## config.mk

```make
export PLATFORM = sky130hd
export DESIGN_NAME = sram_1rw_initiator
export DESIGN_NICKNAME = d
export VERILOG_FILES = /design/src/rtl/sram_init_pkg.sv /design/src/rtl/sram_1rw_initiator_rsp_fifo2.sv /design/src/rtl/sram_1rw_initiator.sv
export SDC_FILE = /design/constraint.sdc
export NUM_CORES = 1
export LEC_CHECK = 0
export CAP_MARGIN = 10
export CORE_MARGIN = 2
export CORE_UTILIZATION = 39
export DETAILED_ROUTE_END_ITERATION = 16
export PLACE_DENSITY = 0.79
export SETUP_SLACK_MARGIN = 0.4
export SLEW_MARGIN = 20
export SYNTH_ARGS = -nofsm -noshare
export SYNTH_HDL_FRONTEND = slang
export SYNTH_HIERARCHICAL = 1
export SYNTH_SLANG_ARGS = --single-unit
```

## constraint.sdc

```tcl
create_clock -name clk -period 1.9 [get_ports clk]
set_input_delay 0.285 -clock clk [delete_from_list [all_inputs] [get_ports clk]]
set_output_delay 0.285 -clock clk [all_outputs]
set_load 0.02 [all_outputs]
```

## src/rtl/sram_init_pkg.sv

```systemverilog
// Shared types for the single-port SRAM initiator: FSM state and request bundle.
// The request struct is sized by the package default widths.
package sram_init_pkg;

  localparam int PKG_DATA_WIDTH = 8;
  localparam int PKG_DEPTH      = 32;
  localparam int PKG_ADDR_WIDTH = $clog2(PKG_DEPTH);

  typedef enum logic {
    CLEAR = 1'b0,
    RUN   = 1'b1
  } state_e;

  typedef struct packed {
    logic                      write;
    logic [PKG_ADDR_WIDTH-1:0] addr;
    logic [PKG_DATA_WIDTH-1:0] wdata;
    logic [PKG_DATA_WIDTH-1:0] wmask;
  } req_t;

endpackage

```

## src/rtl/sram_1rw_initiator_rsp_fifo2.sv

```systemverilog
// Two-entry in-order response FIFO with occupancy count; head is read straight
// from the storage registers so the output is glitch-free once an entry lands.
module rsp_fifo2 #(
  parameter int WIDTH = 8
) (
  input  logic             clk,
  input  logic             rst_b,
  input  logic             i_push,
  input  logic             i_pop,
  input  logic [WIDTH-1:0] i_data,
  output logic [WIDTH-1:0] o_data,
  output logic [1:0]       o_count,
  output logic             o_empty
);

  logic       r_wptr;
  logic       r_rptr;
  logic [1:0] r_count;
  logic       w_push;
  logic       w_pop;

  assign w_pop  = i_pop && (r_count != 2'd0);
  // A push into a full FIFO is only legal when the head leaves in the same cycle.
  assign w_push = i_push && ((r_count != 2'd2) || w_pop);

  for (genvar gi = 0; gi < 2; gi++) begin : g_entry
    logic [WIDTH-1:0] r_entry;
    always_ff @(posedge clk or negedge rst_b) begin
      if (!rst_b) begin
        r_entry <= '0;
      end else if (w_push && (r_wptr == 1'(gi))) begin
        r_entry <= i_data;
      end
    end
  end

  always_ff @(posedge clk or negedge rst_b) begin
    if (!rst_b) begin
      r_wptr  <= 1'b0;
      r_rptr  <= 1'b0;
      r_count <= 2'd0;
    end else begin
      if (w_push) r_wptr <= ~r_wptr;
      if (w_pop)  r_rptr <= ~r_rptr;
      case ({w_push, w_pop})
        2'b10:   r_count <= r_count + 2'd1;
        2'b01:   r_count <= r_count - 2'd1;
        default: r_count <= r_count;
      endcase
    end
  end

  assign o_data  = r_rptr ? g_entry[1].r_entry : g_entry[0].r_entry;
  assign o_count = r_count;
  assign o_empty = (r_count == 2'd0);

endmodule

```

## src/rtl/sram_1rw_initiator.sv

```systemverilog
// Requester-side controller for a 1rw bit-masked SRAM: optional post-reset clear,
// zero-latency request-to-port mapping, and credit-limited read response path.
module sram_1rw_initiator
  import sram_init_pkg::*;
#(
  parameter int                    DATA_WIDTH     = PKG_DATA_WIDTH,
  parameter int                    DEPTH          = PKG_DEPTH,
  parameter int                    ADDR_WIDTH     = $clog2(DEPTH),
  parameter bit                    CLEAR_ON_RESET = 1'b1,
  parameter logic [DATA_WIDTH-1:0] CLEAR_VALUE    = '0
) (
  input  logic                  clk,
  input  logic                  rst_b,
  input  logic                  req_valid,
  output logic                  req_ready,
  input  logic                  req_write,
  input  logic [ADDR_WIDTH-1:0] req_addr,
  input  logic [DATA_WIDTH-1:0] req_wdata,
  input  logic [DATA_WIDTH-1:0] req_wmask,
  output logic                  rsp_valid,
  input  logic                  rsp_ready,
  output logic [DATA_WIDTH-1:0] rsp_rdata,
  output logic                  busy,
  output logic                  a_re,
  output logic                  a_we,
  output logic [ADDR_WIDTH-1:0] a_addr,
  output logic [DATA_WIDTH-1:0] a_data_in,
  output logic [DATA_WIDTH-1:0] a_wmask,
  input  logic [DATA_WIDTH-1:0] a_data_out
);

  localparam state_e RESET_STATE = CLEAR_ON_RESET ? CLEAR : RUN;

  state_e                r_state;
  logic [ADDR_WIDTH-1:0] r_cnt;
  logic                  r_busy;
  logic                  r_inflight;

  req_t                  w_req;
  logic                  w_clearing;
  logic                  w_run;
  logic                  w_credit_ok;
  logic                  w_accept;
  logic                  w_push;
  logic                  w_pop;
  logic                  w_fifo_empty;
  logic [1:0]            w_fifo_count;
  logic [DATA_WIDTH-1:0] w_fifo_data;

  assign w_req = {req_write, req_addr, req_wdata, req_wmask};

  // Port activity is qualified by rst_b so the SRAM sees an idle port while reset is held.
  assign w_clearing  = rst_b && (r_state == CLEAR);
  assign w_run       = rst_b && (r_state == RUN);
  assign w_credit_ok = ({1'b0, r_inflight} + w_fifo_count) < 2'd2;
  assign req_ready   = w_run && w_credit_ok;
  assign w_accept    = req_valid && req_ready;
  assign busy        = r_busy;

  always_comb begin
    a_re      = 1'b0;
    a_we      = 1'b0;
    a_addr    = '0;
    a_data_in = '0;
    a_wmask   = '0;
    if (w_clearing) begin
      a_we      = 1'b1;
      a_addr    = r_cnt;
      a_data_in = CLEAR_VALUE;
      a_wmask   = '1;
    end else if (w_accept) begin
      a_addr = w_req.addr;
      if (w_req.write) begin
        a_we      = 1'b1;
        a_data_in = w_req.wdata;
        a_wmask   = w_req.wmask;
      end else begin
        a_re = 1'b1;
      end
    end
  end

  always_ff @(posedge clk or negedge rst_b) begin
    if (!rst_b) begin
      r_state    <= RESET_STATE;
      r_cnt      <= '0;
      r_busy     <= CLEAR_ON_RESET;
      r_inflight <= 1'b0;
    end else begin
      r_inflight <= w_accept && !w_req.write;
      case (r_state)
        CLEAR: begin
          if (r_cnt == ADDR_WIDTH'(DEPTH - 1)) begin
            r_state <= RUN;
            r_busy  <= 1'b0;
            r_cnt   <= '0;
          end else begin
            r_cnt <= r_cnt + ADDR_WIDTH'(1);
          end
        end
        default: begin
          r_busy <= 1'b0;
        end
      endcase
    end
  end

  // Fresh read data bypasses the FIFO only when nothing older is queued and the consumer takes it.
  assign w_push = r_inflight && (!w_fifo_empty || !rsp_ready);
  assign w_pop  = !w_fifo_empty && rsp_ready;

  rsp_fifo2 #(
    .WIDTH (DATA_WIDTH)
  ) u_rsp_fifo (
    .clk     (clk),
    .rst_b   (rst_b),
    .i_push  (w_push),
    .i_pop   (w_pop),
    .i_data  (a_data_out),
    .o_data  (w_fifo_data),
    .o_count (w_fifo_count),
    .o_empty (w_fifo_empty)
  );

  assign rsp_valid = !w_fifo_empty || r_inflight;
  assign rsp_rdata = !w_fifo_empty ? w_fifo_data :
                     (r_inflight ? a_data_out : '0);

endmodule

```

======== Word level (Yosys, flattened, before mapping) ========
Cells that the tools add are included.
word-level totals
  register bits after elaboration ......... 28
  bits in latches ......................... 0
  memory bits (writable) .................. 0
  ROM bits ................................ 0
  input port bits ......................... 34
  output and inout port bits .............. 34
  logic and storage cells ................. 65
  memories ................................ 0
operators by class
  $add $sub $neg .......................... 4
  $mul .................................... 0
  div/mod/pow operators ................... 0
  order comparisons ....................... 1
  equal/unequal tests ..................... 4
  shift-type cells ........................ 0
  multiplexer cells ....................... 23
  bitwise gates (word level) .............. 3
  reduce and logical (&&, ||, !) cells .... 21
operators with widths
  cell                                                 number
  2-to-1 mux 8 bit                                     9
  2-to-1 mux 5 bit                                     3
  logical AND 1 bit                                    11
  2-to-1 mux 1 bit                                     10
  nonzero test 2 bit                                   3
  adder 5 x 1 -> 5 bit, second input constant          1
  equality test 5 bit, second input constant           1
  case mux 2 bit (2 select lines)                      1
  zero test 1 bit                                      3
  logical OR 1 bit                                     3
  NOT 1 bit                                            3
  adder 1 x 2 -> 2 bit                                 1
  adder 2 x 1 -> 2 bit, second input constant          1
  equality test 2 x 1 -> 1 bit, second input constant  1
  equality test 2 bit, second input constant           1
  zero test 2 bit                                      1
  less-than comparator 2 bit, second input constant    1
  inequality test 2 bit, second input constant         1
  subtractor 2 x 1 -> 2 bit, second input constant     1

======== Logic depth before layout (Yosys ltp) ========
Gate-level depths: netlist of the first run.
  depth after elaboration ................. 8
  gate-level depth with buffers ........... 8

======== Cells and area by module ========
The synthesis of the first run kept the hierarchy.
modules (own cells, without submodules)
  module              times used  cells an instance  area an instance (um^2)
  rsp_fifo2           1           75                 952.2
  sram_1rw_initiator  1           93                 757.0

======== Least setup slack after synthesis of the first run ========
Ideal clock, no wire load.
  path kind ............................... register -> register
  start point ............................. register u_rsp_fifo.r_count[0], in the netlist u_rsp_fifo/o_count[0]
  end point ............................... register u_rsp_fifo.g_entry[0].r_entry[5]
  library setup time ...................... 0.125 ns
  data arrival time ....................... 1.876 ns
  data required time ...................... 1.775 ns
  slack ................................... -0.102 ns
  stages on the path, launching flop included .. 9
  clock period less this slack ............ 2.002 ns
  cells stage by stage .................... dfrtp_1 > nor2_1 > buf_1 > a21boi_2 > buf_2 > nand2b_1 > nand2b_4 > buf_8 > mux2_4
between the ends
  elaborated cells on any way between the ends .. 11
  those cells by class .................... 1 x eq/ne; 10 x reduce/logical
RTL lines
  element                 line                                text
  from (decl)             sram_1rw_initiator_rsp_fifo2.sv:18  logic [1:0] r_count;
  from (signal assigned)  sram_1rw_initiator_rsp_fifo2.sv:46  2'b10: r_count <= r_count + 2'd1;
  from (signal assigned)  sram_1rw_initiator_rsp_fifo2.sv:47  2'b01: r_count <= r_count - 2'd1;
  from (signal assigned)  sram_1rw_initiator_rsp_fifo2.sv:48  default: r_count <= r_count;
  zero test 2 bit         sram_1rw_initiator_rsp_fifo2.sv:55  assign o_empty = (r_count == 2'd0);
  via w_fifo_empty        sram_1rw_initiator.sv:46            logic w_fifo_empty;
  zero test 1 bit         --
  logical OR 1 bit        sram_1rw_initiator.sv:109           assign w_push = r_inflight && (!w_fifo_empty || !rsp_ready);
  logical AND 1 bit       sram_1rw_initiator.sv:109
  via w_push              sram_1rw_initiator.sv:44            logic w_push;
  logical AND 1 bit       sram_1rw_initiator_rsp_fifo2.sv:24  assign w_push = i_push && ((r_count != 2'd2) || w_pop);
  logical AND 1 bit       sram_1rw_initiator_rsp_fifo2.sv:31  end else if (w_push && (r_wptr == 1'(gi))) begin
  to (signal assigned)    sram_1rw_initiator_rsp_fifo2.sv:32  r_entry <= i_data;
  to (decl)               sram_1rw_initiator_rsp_fifo2.sv:27  logic [WIDTH-1:0] r_entry;
The timed path passes the listed nets, and every way through them passes these cells.
A chain may end at the register's enable or synchronous reset.

======== Worst setup path after layout of the first run ========
  start point ............................. register u_rsp_fifo.r_count[1], in the netlist u_rsp_fifo/o_count[1]
  end point ............................... output a_wmask[2]
between the ends
  word-level cells in the longest chain between the ends .. 6
ends and longest elaborated chain
  element                     line                      text
  adder 1 x 2 -> 2 bit        sram_1rw_initiator.sv:55  assign w_credit_ok = ({1'b0, r_inflight} + w_fifo_count) < 2'd2;
  less-than comparator 2 bit  sram_1rw_initiator.sv:55
  logical AND 1 bit           sram_1rw_initiator.sv:56  assign req_ready = w_run && w_credit_ok;
  logical AND 1 bit           sram_1rw_initiator.sv:57  assign w_accept = req_valid && req_ready;
  2-to-1 mux 8 bit            sram_1rw_initiator.sv:71  end else if (w_accept) begin
  2-to-1 mux 8 bit            sram_1rw_initiator.sv:66  if (w_clearing) begin
  to (decl)                   sram_1rw_initiator.sv:28  output logic [DATA_WIDTH-1:0] a_wmask,
No other way between the ends.

==> results of run 1 <==
cells in the mapped netlist (3+ instances only):
cell type	number
o2bb2ai_1	12
buf_2	5
nand2b_1	4
nor2_1	3
a32o_2	5
a21oi_1	4
o21ai_0	3
mux2_2	10
o21ai_1	10
dfrtp_1	27
inv_1	11
and3_1	10
nand2_1	16
a31o_1	8
cells by family (layout without fill, tap and decap cells):
family	Yosys count	count (layout)	share of synthesized area, %
AOI/OAI and AO/OA	49	49	22.3
DFF	28	28	41.1
xor gates and xnor gates	3	3	1.54
and+or+nand+nor	48	48	16.3
muxes	14	14	9.66
buffers and inverters	24	120	7.61
adders and majority gates	2	2	1.46
layout by cell type, fill, tap and decap left out, types with 2 or more instances in the layout:
cell             synthesis  final
clkbuf_8                 0      3
nand2_4                  0      5
o21ai_1                 10      3
buf_4                    2     23
and3b_1                  2      2
dlygate4sd2_1            0      2
and3_4                   0     10
a32o_2                   5      5
nand2_2                  0     10
clkdlybuf4s15_2          0      9
or2_4                    0      2
clkdlybuf4s50_1          0     32
mux2_4                   2      4
o2bb2ai_2                0      6
inv_1                   11     11
o21ai_2                  0      8
o21ai_0                  3      2
o2bb2ai_4                0      6
buf_8                    1      3
mux2_1                   2      2
dfrtp_1                 27     24
buf_6                    2     36
dfrtp_2                  0      3
nand2b_4                 1      4
a21oi_1                  4      2
a21oi_2                  0      2
mux2_2                  10      8
a31o_1                   8      8
nor2_1                   3      2
where the power goes:
group	internal [uW]	switching (uW)	total, uW	leakage, uW
clock network	283	203	486	0.0000357
registers	781	211	992	0.000357
logic	1080	798	1880	0.00103
total	2140	1210	3360	0.00143
metal layers:
layer	wire length, um	share of wire [%]	global-route usage, %	vias to the layer above
met4	158	2.6	6.62	0
met5	0	0	0	-
li1	-	-	-	794
met2	3290	54	40.2	39
met1	2420	40	26.4	859
met3	192	3.2	3.03	15
what timing repair did:
action / 4_1_cts / 5_1_grt
hold endpoints to repair: 0 / 0
setup endpoints to repair: 56 / 54
gates resized for setup: 198 / 63
buffers inserted: 11 / 6
pin swaps: 12 / 22
how the worst min path moves through the flow:
stage / slack [ps] / endpoint / depth (start not counted) / start
floorplan: -10 / r_cnt[0] / 0 / rst_b
CTS: 160 / r_inflight / 2 / rst_b
global placement: 430 / busy / 2 / busy
detailed placement: 460 / busy / 2 / busy
global route: 150 / r_inflight / 2 / rst_b
finish: 140 / r_inflight / 2 / rst_b
through the flow:
stage / area, um2 / util (%) / setup WS, ps
floorplan: 1800 / - / 160
global placement: 2590 / 60.4 / -408
detailed placement: 2590 / 60.4 / -411
CTS: 2900 / 67.6 / -62.6
global route: 3230 / 75.2 / -136
finish: 3230 / 75.2 / -90.7
final cells by class:
| class | count | area [um2] |
|---|---|---|
| multi-input cells | 116 | 1280 |
| fillers | 289 | 1060 |
| repair buffers | 105 | 1060 |
| flip-flops and latches | 28 | 706 |
| well taps | 52 | 65.1 |
| clock buffers | 3 | 41.3 |
| inverters | 11 | 41.3 |
| clock inverters | 1 | 30.0 |
worst max-delay path, stage by stage, from the launching register on:
cell and delay, ps:
dfrtp_2 440, and3_4 190, o21a_2 270, a31o_1 240, clkdlybuf4s15_2 260
sequential cells by signal, indices dropped and copies added, names as in the netlist:
| signal | cells |
|---|---|
| u_rsp_fifo/r_rptr | 1 |
| r_cnt | 5 |
| u_rsp_fifo/o_count | 2 |
| r_state | 1 |
| r_inflight | 1 |
| busy | 1 |
| u_rsp_fifo/r_wptr | 1 |
| u_rsp_fifo/g_entry.r_entry | 16 |
==> flow_metrics.tcl, run 1 <==
set metrics [dict create \
    status "finished with violations" \
    violations "setup timing" \
    fp.dieW_um 70.2 \
    grt_antenna_before_repair 0 \
    r2r_slack_ps 30 \
    insertion_delay_ps 290 \
    finalMaxSlewViolations 0 \
    leakage_uw 0.00143 \
    layout-drive-gt1-share_pct 62.5 \
    dieHeight_um 70.2 \
    dp_hpwl_um 3500 \
    drt_iter0_drc 84 \
    synthTopCellsByArea "dfrtp_1, mux2_2, o2bb2ai_1, a31o_1, and3_1" \
    p_per_area_nw_per_um2 1040 \
    route.antenna.remaining_nets 0 \
    r2r_cells 7 \
    async_flop_share_pct 100 \
    avgSynthCellArea_um2 10.2 \
    viasPerCell 5.40 \
    drc 0 \
    finalWirelength_um 6070 \
    yosysSeqAreaShare_pct 41.1 \
    maxSlewHeadroom_pct 76.0 \
    start_kind "flip-flop" \
    cp_data_required_time_ps 1620 \
    hold_violations 0 \
    tightest_slew_ps 360 \
    clock-root-buffer "clkbuf_8" \
    crit_type "reg2out" \
    r2r_end "u_rsp_fifo/g_entry[0].r_entry[7]" \
    antenna_cells 0 \
    clockBufferDepth 2 \
    synth_seq_cells 28 \
    nets 301 \
    syn2layout_area_growth_pct 89.0 \
    grt_usage_pct 21.9 \
    cap_violations 0 \
    yosys.area.top_type_share_pct 39.5 \
    synth_edf_count 0 \
    grt_pass1_vias 1687 \
    syn_inst 168 \
    row_count 24 \
    htreeDepth 1 \
    rsz0062_at_grt "yes" \
    skew_ps 20.5 \
    clock_sinks 28 \
    yosysUniqueCellTypes 43 \
    yosys_warnings 6 \
    grt_max_degree 28 \
    crit_fanout 9 \
    drt-pass1-iter-count 4 \
    ir_worst_vdd_v 0.000563 \
    holdBufCountCts 0 \
    hp-class "in2async" \
    finalCritPeriodShare_pct 105 \
    power_uw 3360 \
    crit_end "a_wmask[2]" \
    setup_viol 19 \
    core_um2 4290 \
    start_util_pct 39.8 \
    dieArea_um2 4930 \
    avgRoutedWirePerCell_um 19.2 \
    synth_top_cell_by_area "dfrtp_1" \
    portBuffers 67 \
    timing.rr.start "u_rsp_fifo/o_count[0]" \
    hold_slack_ps 142 \
    fin_cells 316 \
    numCtsBuffers 3 \
    tritoncts "built" \
    io_pins 68 \
    min_period_ps 1990 \
    synth_nets 204 \
    synth_ff_type "dfrtp_1" \
    setup_slack_ps -90.7 \
    path_clk_slew_ps 110 \
    grt_pass1_wl_um 8470 \
    crit_path_start "u_rsp_fifo/o_count[1]" \
    gp_congestion 0.708 \
    end_kind "output pin" \
    dpl.cell_count 295 \
    clock.fmax_ghz 0.502 \
    vias 1707 \
    overflow 0 \
    worstPathArrival_ps 1710 \
    finalSetupTns_ps -1020 \
    syn-cell-area_um2 1710 \
]
(Power assumes the default switching activity.)
==> inputs of run 2 (changes only) <==
- CELL_PAD_IN_SITES_DETAIL_PLACEMENT: not set -> 0
- CELL_PAD_IN_SITES_GLOBAL_PLACEMENT: not set -> 2
- CORE_UTILIZATION: 39 -> 23
==> flow_metrics.tcl, run 2 (synthesis results as in run 1) <==
set metrics [dict create \
    status "finished with violations" \
    violations "setup timing" \
    crit_fanout 5 \
    p_per_area_nw_per_um2 935 \
    path_clk_slew_ps 100 \
    worstPathArrival_ps 1690 \
    grt_antenna_before_repair 0 \
    final_cell_mix "buf_6, clkdlybuf4s50_1, buf_4" \
    drt-pass1-iter-count 4 \
    overflow 0 \
    grt_pass1_wl_um 8900 \
    htreeDepth 1 \
    dieArea_um2 8140 \
    cap_violations 0 \
    tritoncts "built" \
    ir_worst_vdd_v 0.000468 \
    timing.rr.start "u_rsp_fifo/o_count[0]" \
    tightest_slew_ps 356 \
    vias 1683 \
    drc 0 \
    cp_data_required_time_ps 1620 \
    dp_hpwl_um 3690 \
    grt_usage_pct 13.5 \
    min_period_ps 1980 \
    portBuffers 67 \
    core_um2 7210 \
    rsz0062_at_grt "yes" \
    io_pins 68 \
    dpl.cell_count 345 \
    drt_iter0_drc 79 \
    hp-class "in2async" \
    layout-drive-gt1-share_pct 60.4 \
    viasPerCell 4.50 \
    final_util_pct 46.1 \
    fin_cells 374 \
    crit_type "reg2out" \
    crit_path_start "u_rsp_fifo/o_count[0]" \
    start_util_pct 23.7 \
    antenna_cells 0 \
    finalWirelength_um 5570 \
    leakage_uw 0.00147 \
    finalSetupTns_ps -723 \
    setup_viol 21 \
    clock-root-buffer "clkbuf_8" \
    gp_congestion 0.765 \
    finalCritPeriodShare_pct 104 \
    grt_pass1_vias 1738 \
    hold_violations 0 \
    fp.dieW_um 90.2 \
    nets 312 \
    clock.fmax_ghz 0.506 \
    syn2layout_area_growth_pct 94.7 \
    largest_reg_flops 16 \
    start_kind "flip-flop" \
    clock_sinks 28 \
    route.antenna.remaining_nets 0 \
    grt_max_degree 28 \
    end_kind "output pin" \
    clockBufferDepth 2 \
    numCtsBuffers 3 \
    maxSlewHeadroom_pct 76.3 \
    layout_commonest_cell "buf_6" \
    skew_ps 5.61 \
    row_count 31 \
    hold_slack_ps 254 \
    regMostFlops "u_rsp_fifo/g_entry.r_entry" \
    insertion_delay_ps 270 \
    dieHeight_um 90.2 \
    setup_slack_ps -76.6 \
    avgRoutedWirePerCell_um 14.9 \
    finalMaxSlewViolations 0 \
]
==> run 2: changes by cell type in the layout (fill, tap and decap cells not counted), sizes merged <==
cell	previous run	this run
buf	62	79
bufinv	1	0
clkbuf	3	4
clkdlybuf4s15	9	2
o211a	1	2
==> run 2: power breakdown <==
part | internal, uW | switching, uW | total, uW
registers | 783 | 194 | 978
clock network | 185 | 182 | 368
logic | 1050 | 713 | 1760
==> run 2: final timing paths <==
path | slack [ps] | to | cells past startpoint
max | -80 | a_addr[2] | 5
min | 250 | r_inflight | 2
min in group clk | 440 | busy | 2
min reg2reg | 440 | busy | 2
max reg2reg | 0 | u_rsp_fifo/g_entry[0].r_entry[5] | 7
max in group asynchronous | 1190 | busy | 2
==> run 2: layout make-up <==
type | instances | area, um2
Sequential cell | 28 | 707
Tap cell | 99 | 124
Fill cell | 699 | 3890
Timing Repair Buffer | 115 | 1160
Multi-Input combinational cell | 117 | 1240
Clock buffer | 4 | 55.1
Inverter | 11 | 41.3
==> run 2: critical path, stage by stage (launching register included) <==
cell	delay [ps]
dfrtp_2	470
and3_4	190
o211a_4	260
buf_6	130
a32o_2	240
buf_6	130
==> run 2: what timing repair did <==
action / 4_1_cts / 5_1_grt
setup endpoints to repair: 54 / 53
pin swaps: 19 / 19
setup buffers: 17 / 6
resized for setup: 235 / 33
cloned: 2 / 0
hold buffers: 0 / 0
==> run 2: routing by layer <==
layer / part of all wire (%) / vias up / track usage (%)
met3: 1.9 / 2 / 2.10
met5: 0 / - / 0
li1: - / 822 / -
met2: 57 / 14 / 25.3
met1: 41 / 845 / 16.7
met4: 0.34 / 0 / 1.54
==> run 2: per-stage QoR <==
| stage | total power [uW] | setup WS [ps] | area (um2) |
|---|---|---|---|
| floorplan | 1680 | 160 | 1800 |
| global placement | 2190 | -401 | 2700 |
| detailed placement | 2200 | -420 | 2700 |
| CTS | 2910 | -128 | 3110 |
| global route | 3300 | -139 | 3330 |
| finish | 3110 | -76.6 | 3330 |
==> inputs of run 3 (changes only) <==
- TNS_END_PERCENT: not set -> 30
==> flow_metrics.tcl, run 3 (synthesis results as in run 1) <==
set metrics [dict create \
    status "finished with violations" \
    violations "setup timing" \
    layout_commonest_cell "buf_4" \
    insertion_delay_ps 280 \
    cap_violations 0 \
    grt_pass1_wl_um 8700 \
    finalMaxSlewViolations 0 \
    crit_type "reg2out" \
    tightest_slew_ps 401 \
    nets 304 \
    dpl.cell_count 345 \
    grt_max_degree 29 \
    setup_slack_ps -60.3 \
    leakage_uw 0.00142 \
    drc 0 \
    timing.rr.start "u_rsp_fifo/o_count[1]" \
    layout-drive-gt1-share_pct 55.8 \
    antenna_cells 0 \
    p_sw_uw 1030 \
    viasPerCell 4.43 \
    dieArea_um2 8140 \
    largest_reg_flops 16 \
    clkPwrFrac_pct 15.8 \
    path_clk_slew_ps 100 \
    r2r_cells 7 \
    avgRoutedWirePerCell_um 14.6 \
    grt_antenna_before_repair 0 \
    drt_iter0_drc 64 \
    start_util_pct 23.7 \
    tritoncts "built" \
    portBuffers 67 \
    holdBufCountCts 0 \
    rsz0062_at_grt "yes" \
    placed_area_um2 2630 \
    start_kind "flip-flop" \
    dieHeight_um 90.2 \
    crit_path_start "u_rsp_fifo/o_count[1]" \
    crit_end "a_data_in[0]" \
    core_um2 7210 \
    finalSetupTns_ps -447 \
    clock.fmax_ghz 0.510 \
    worstPathArrival_ps 1680 \
    min_period_ps 1960 \
    regMostFlops "u_rsp_fifo/g_entry.r_entry" \
    drt-pass1-iter-count 4 \
    dp_hpwl_um 3680 \
    p_comb_share_pct 51.9 \
    syn2layout_area_growth_pct 85.9 \
    grt_pass1_vias 1654 \
    vias 1622 \
    maxSlewHeadroom_pct 73.2 \
    end_kind "output pin" \
    r2r_slack_ps 40 \
    finalWirelength_um 5330 \
    finalCritPeriodShare_pct 103 \
    switching_share_pct 34.3 \
    power_uw 3000 \
    final_area_um2 3180 \
    grt_usage_pct 13.0 \
    clockBufferDepth 2 \
    fin_cells 366 \
    numCtsBuffers 3 \
    seqPwrFrac_pct 32.4 \
    ir_worst_vdd_v 0.000448 \
    p_per_area_nw_per_um2 946 \
    fp.dieW_um 90.2 \
    p_int_uw 1980 \
    cp_data_required_time_ps 1620 \
    overflow 0 \
    clock-root-buffer "clkbuf_8" \
    r2r_end "u_rsp_fifo/g_entry[1].r_entry[7]" \
    route.antenna.remaining_nets 0 \
    io_pins 68 \
    final_cell_mix "buf_4, clkdlybuf4s50_1, buf_6" \
    htreeDepth 1 \
    crit_fanout 7 \
    skew_ps 9.09 \
    setup_viol 13 \
    clock_sinks 28 \
    hp-class "in2async" \
    row_count 31 \
    hold_violations 0 \
    gp_congestion 0.735 \
]
==> run 3: cell types whose count changed in the layout (fill, tap and decap cells not counted), moves of 4 or more <==
cell,delta
nand2_1,+4
buf_6,-12
nand2_2,-6
buf_4,+8
==> run 3: power by group through the flow <==
| stage | logic (uW) | registers [uW] | clock network [uW] |
|---|---|---|---|
| floorplan | 784 | 885 | 0 |
| global placement | 1210 | 939 | 0 |
| detailed placement | 1210 | 945 | 0 |
| CTS | 1420 | 970 | 487 |
| global route | 1680 | 997 | 520 |
| finish | 1560 | 973 | 473 |
==> run 3: critical path, stage by stage (launching register included) <==
cell and delay (ps):
dfrtp_2 440, buf_4 150, a21oi_4 160, o211a_4 240, buf_4 130, and3_1 160, buf_6 120
==> run 3: final cells by class <==
type / count / area [um2]
Sequential cell: 28 / 706
Timing Repair Buffer: 107 / 1050
Clock inverter: 1 / 30.0
Clock buffer: 3 / 41.3
Inverter: 11 / 41.3
Multi-Input combinational cell: 117 / 1190
Tap cell: 99 / 124
Fill cell: 692 / 4040
==> run 3: worst min path at each step <==
stage	start	to	slack (ps)	depth (start not counted)
floorplan	rst_b	r_cnt[0]	-10	0
global placement	busy	busy	430	2
detailed placement	busy	busy	430	2
CTS	rst_b	u_rsp_fifo/g_entry[0].r_entry[3]	420	2
global route	rst_b	u_rsp_fifo/g_entry[0].r_entry[2]	430	2
finish	rst_b	u_rsp_fifo/g_entry[0].r_entry[2]	410	2
==> run 3: layer usage <==
metal	vias up	track usage, %	routed length [um]
met5	-	0	0
met1	792	18.0	2450
met2	16	22.0	2700
met3	6	2.10	105
li1	808	-	-
met4	0	1.92	70
==> run 3: what timing repair did <==
action / 4_1_cts / 5_1_grt
pin swaps: 31 / 24
buffers inserted: 6 / 10
hold endpoints to repair: 0 / 0
gates cloned: 1 / 0
setup endpoints to repair: 58 / 56
gates resized for setup: 239 / 27
==> run 3: per-stage QoR <==
| stage | hold slack (ps) | util [%] | setup WS, ps |
|---|---|---|---|
| global placement | 431 | 36.4 | -406 |
| CTS | 424 | 41.7 | -108 |
| floorplan | -10.6 | - | 160 |
| detailed placement | 433 | 36.4 | -409 |
| finish | 411 | 44.0 | -60.3 |
| global route | 433 | 44.0 | -125 |
==> RTL edit: new RTL, settings of run 1 <==
Change the parameter `CLEAR_ON_RESET` from 1'b1 to 1'b0.
--- a/src/rtl/sram_1rw_initiator.sv
+++ b/src/rtl/sram_1rw_initiator.sv
@@ -7,5 +7,5 @@
   parameter int                    DEPTH          = PKG_DEPTH,
   parameter int                    ADDR_WIDTH     = $clog2(DEPTH),
-  parameter bit                    CLEAR_ON_RESET = 1'b1,
+  parameter bit                    CLEAR_ON_RESET = 1'b0,
   parameter logic [DATA_WIDTH-1:0] CLEAR_VALUE    = '0
 ) (
Behaviour: not the same (Yosys sat finds a counterexample within 4 cycles, from zero or initial values and one cycle with rst_b low).
==> RTL edit against run 1 <==
  * The flow still finishes with violations (negative setup slack)
  * Power decreased by 7.4%
  * Design area down 2.2%
  * Non-clock buffer count increased by 2
  * Clock power shrank 32%
  * Critical path depth up 3
  * Wire length is 9.3% higher
  * Die area fell by 1.2%
  * Sequential cell count shrank 1
  * Hold slack better by 120 ps
  * Synthesized area fell by 1.3%
  * Setup slack got worse by 9.2 ps
  * Largest power group unchanged
  * Highest routed layer unchanged
==> RTL edit: results (changes against run 1) <==
\begin{tabular}{lr}
\hline
Metric & Value \\
\hline
\multicolumn{2}{l}{\textbf{Finish}} \\
Fill cells & 241 (was 289) \\
Multi-input gate share of total cell area & 41.58\% (was 39.78\%) \\
Final clock-cell share & 1.465\% (was 2.208\%) \\
FF/Latch Area & 679.4 sq um (was 705.7 sq um) \\
Count of buffers not belonging to the clock network in the layout & 107 (was 105) \\
Multi-input logic cell count & 117 (was 116) \\
\multicolumn{2}{l}{\textbf{STA}} \\
TNS Setup & -1117 ps (was -1018 ps) \\
Final count of negative-setup-slack endpoints & 28 (was 19) \\
Min setup slack post-route & -99.90 ps (was -90.71 ps) \\
Largest clock skew in the final design & 4.064 ps (was 20.51 ps) \\
Hold Worst Slack & 257.6 ps (was 141.7 ps) \\
\multicolumn{2}{l}{\textbf{Placed design}} \\
Placer's final routability congestion estimate & 0.7710 (was 0.7080) \\
Placed wire-length estimate & 3596 um (was 3504 um) \\
Pre-CTS setup slack & -354.6 ps (was -410.7 ps) \\
Cell Count Post-Placement & 294 (was 295) \\
Count of port buffers added during placement & 66 (was 67) \\
\multicolumn{2}{l}{\textbf{Logic synthesis}} \\
Post-Syn Nets & 202 (was 204) \\
\#FFs+latches synth & 27 (was 28) \\
Biggest area contributors in the synthesized netlist & dfrtp\_1 39\%, mux2\_2 6.7\%, o2bb2ai\_1 6.2\%, a31o\_1 4.2\%, nand2\_1 4.0\% (was dfrtp\_1 40\%, mux2\_2 6.6\%, o2bb2ai\_1 6.1\%, a31o\_1 4.1\%, and3\_1 3.7\%) \\
Synthesized cell area & 1687 sq um (was 1709 sq um) \\
Post-synthesis share of cell area spent on xor and xnor gates & 1.558\% (was 1.537\%) \\
Leading post-synthesis cells by instance count & 26 x dfrtp\_1, 18 x nand2\_1, 12 x o2bb2ai\_1 (was 27 x dfrtp\_1, 16 x nand2\_1, 12 x o2bb2ai\_1) \\
\multicolumn{2}{l}{\textbf{Global routing}} \\
GR Util met2 & 43.60\% (was 40.21\%) \\
First-pass GRT wire length & 9101 um (was 8466 um) \\
Global routing usage on met3 & 4.215\% (was 3.030\%) \\
Vias in the first global route & 1,765 (was 1,687) \\
\multicolumn{2}{l}{\textbf{Run status}} \\
Result of the run & finished with violations (unchanged) \\
Failing checks & negative setup slack (unchanged) \\
\multicolumn{2}{l}{\textbf{Drt}} \\
Via-per-instance ratio & 5.625 (was 5.402) \\
Total met2 wirelength after detailed routing & 3549 um (was 3294 um) \\
Detailed router's first-iteration violation count & 109 (was 84) \\
\multicolumn{2}{l}{\textbf{Pwr}} \\
Largest vdd supply drop & 567.9 uV (was 562.8 uV) \\
Internal power & 1.913 mW (was 2.143 mW) \\
\multicolumn{2}{l}{\textbf{Critical path}} \\
Slowest cell on crit path & dfrtp\_1 (was dfrtp\_2) \\
\hline
\end{tabular}
==> RTL edit: repair_timing <==
action,CTS,global route
buffers inserted,11,5
pin swaps,15,8
resized for setup,208,32
cloned,1,0
endpoints found under the setup margin,53,54
endpoints found under the hold margin,0,0
==> RTL edit: path summary, 6_finish.rpt <==
check,start,end
max in group asynchronous,rst_b,r_state
min reg2reg,u_rsp_fifo/g_entry[0].r_entry[4],u_rsp_fifo/g_entry[0].r_entry[4]
min,rst_b,u_rsp_fifo/g_entry[0].r_entry[0]
max,u_rsp_fifo/o_count[0],rsp_rdata[1]
min in group clk,u_rsp_fifo/g_entry[0].r_entry[4],u_rsp_fifo/g_entry[0].r_entry[4]
max reg2reg,u_rsp_fifo/o_count[0],u_rsp_fifo/g_entry[0].r_entry[7]
==> RTL edit: power groups by stage <==
stage               clock, mW  combinational [mW]  sequential, mW
global route            0.359                1.87            1.00
global placement            0                1.21           0.906
finish                  0.332                1.80           0.976
floorplan                   0               0.796           0.863
CTS                     0.331                1.54           0.947
detailed placement          0                1.23           0.918
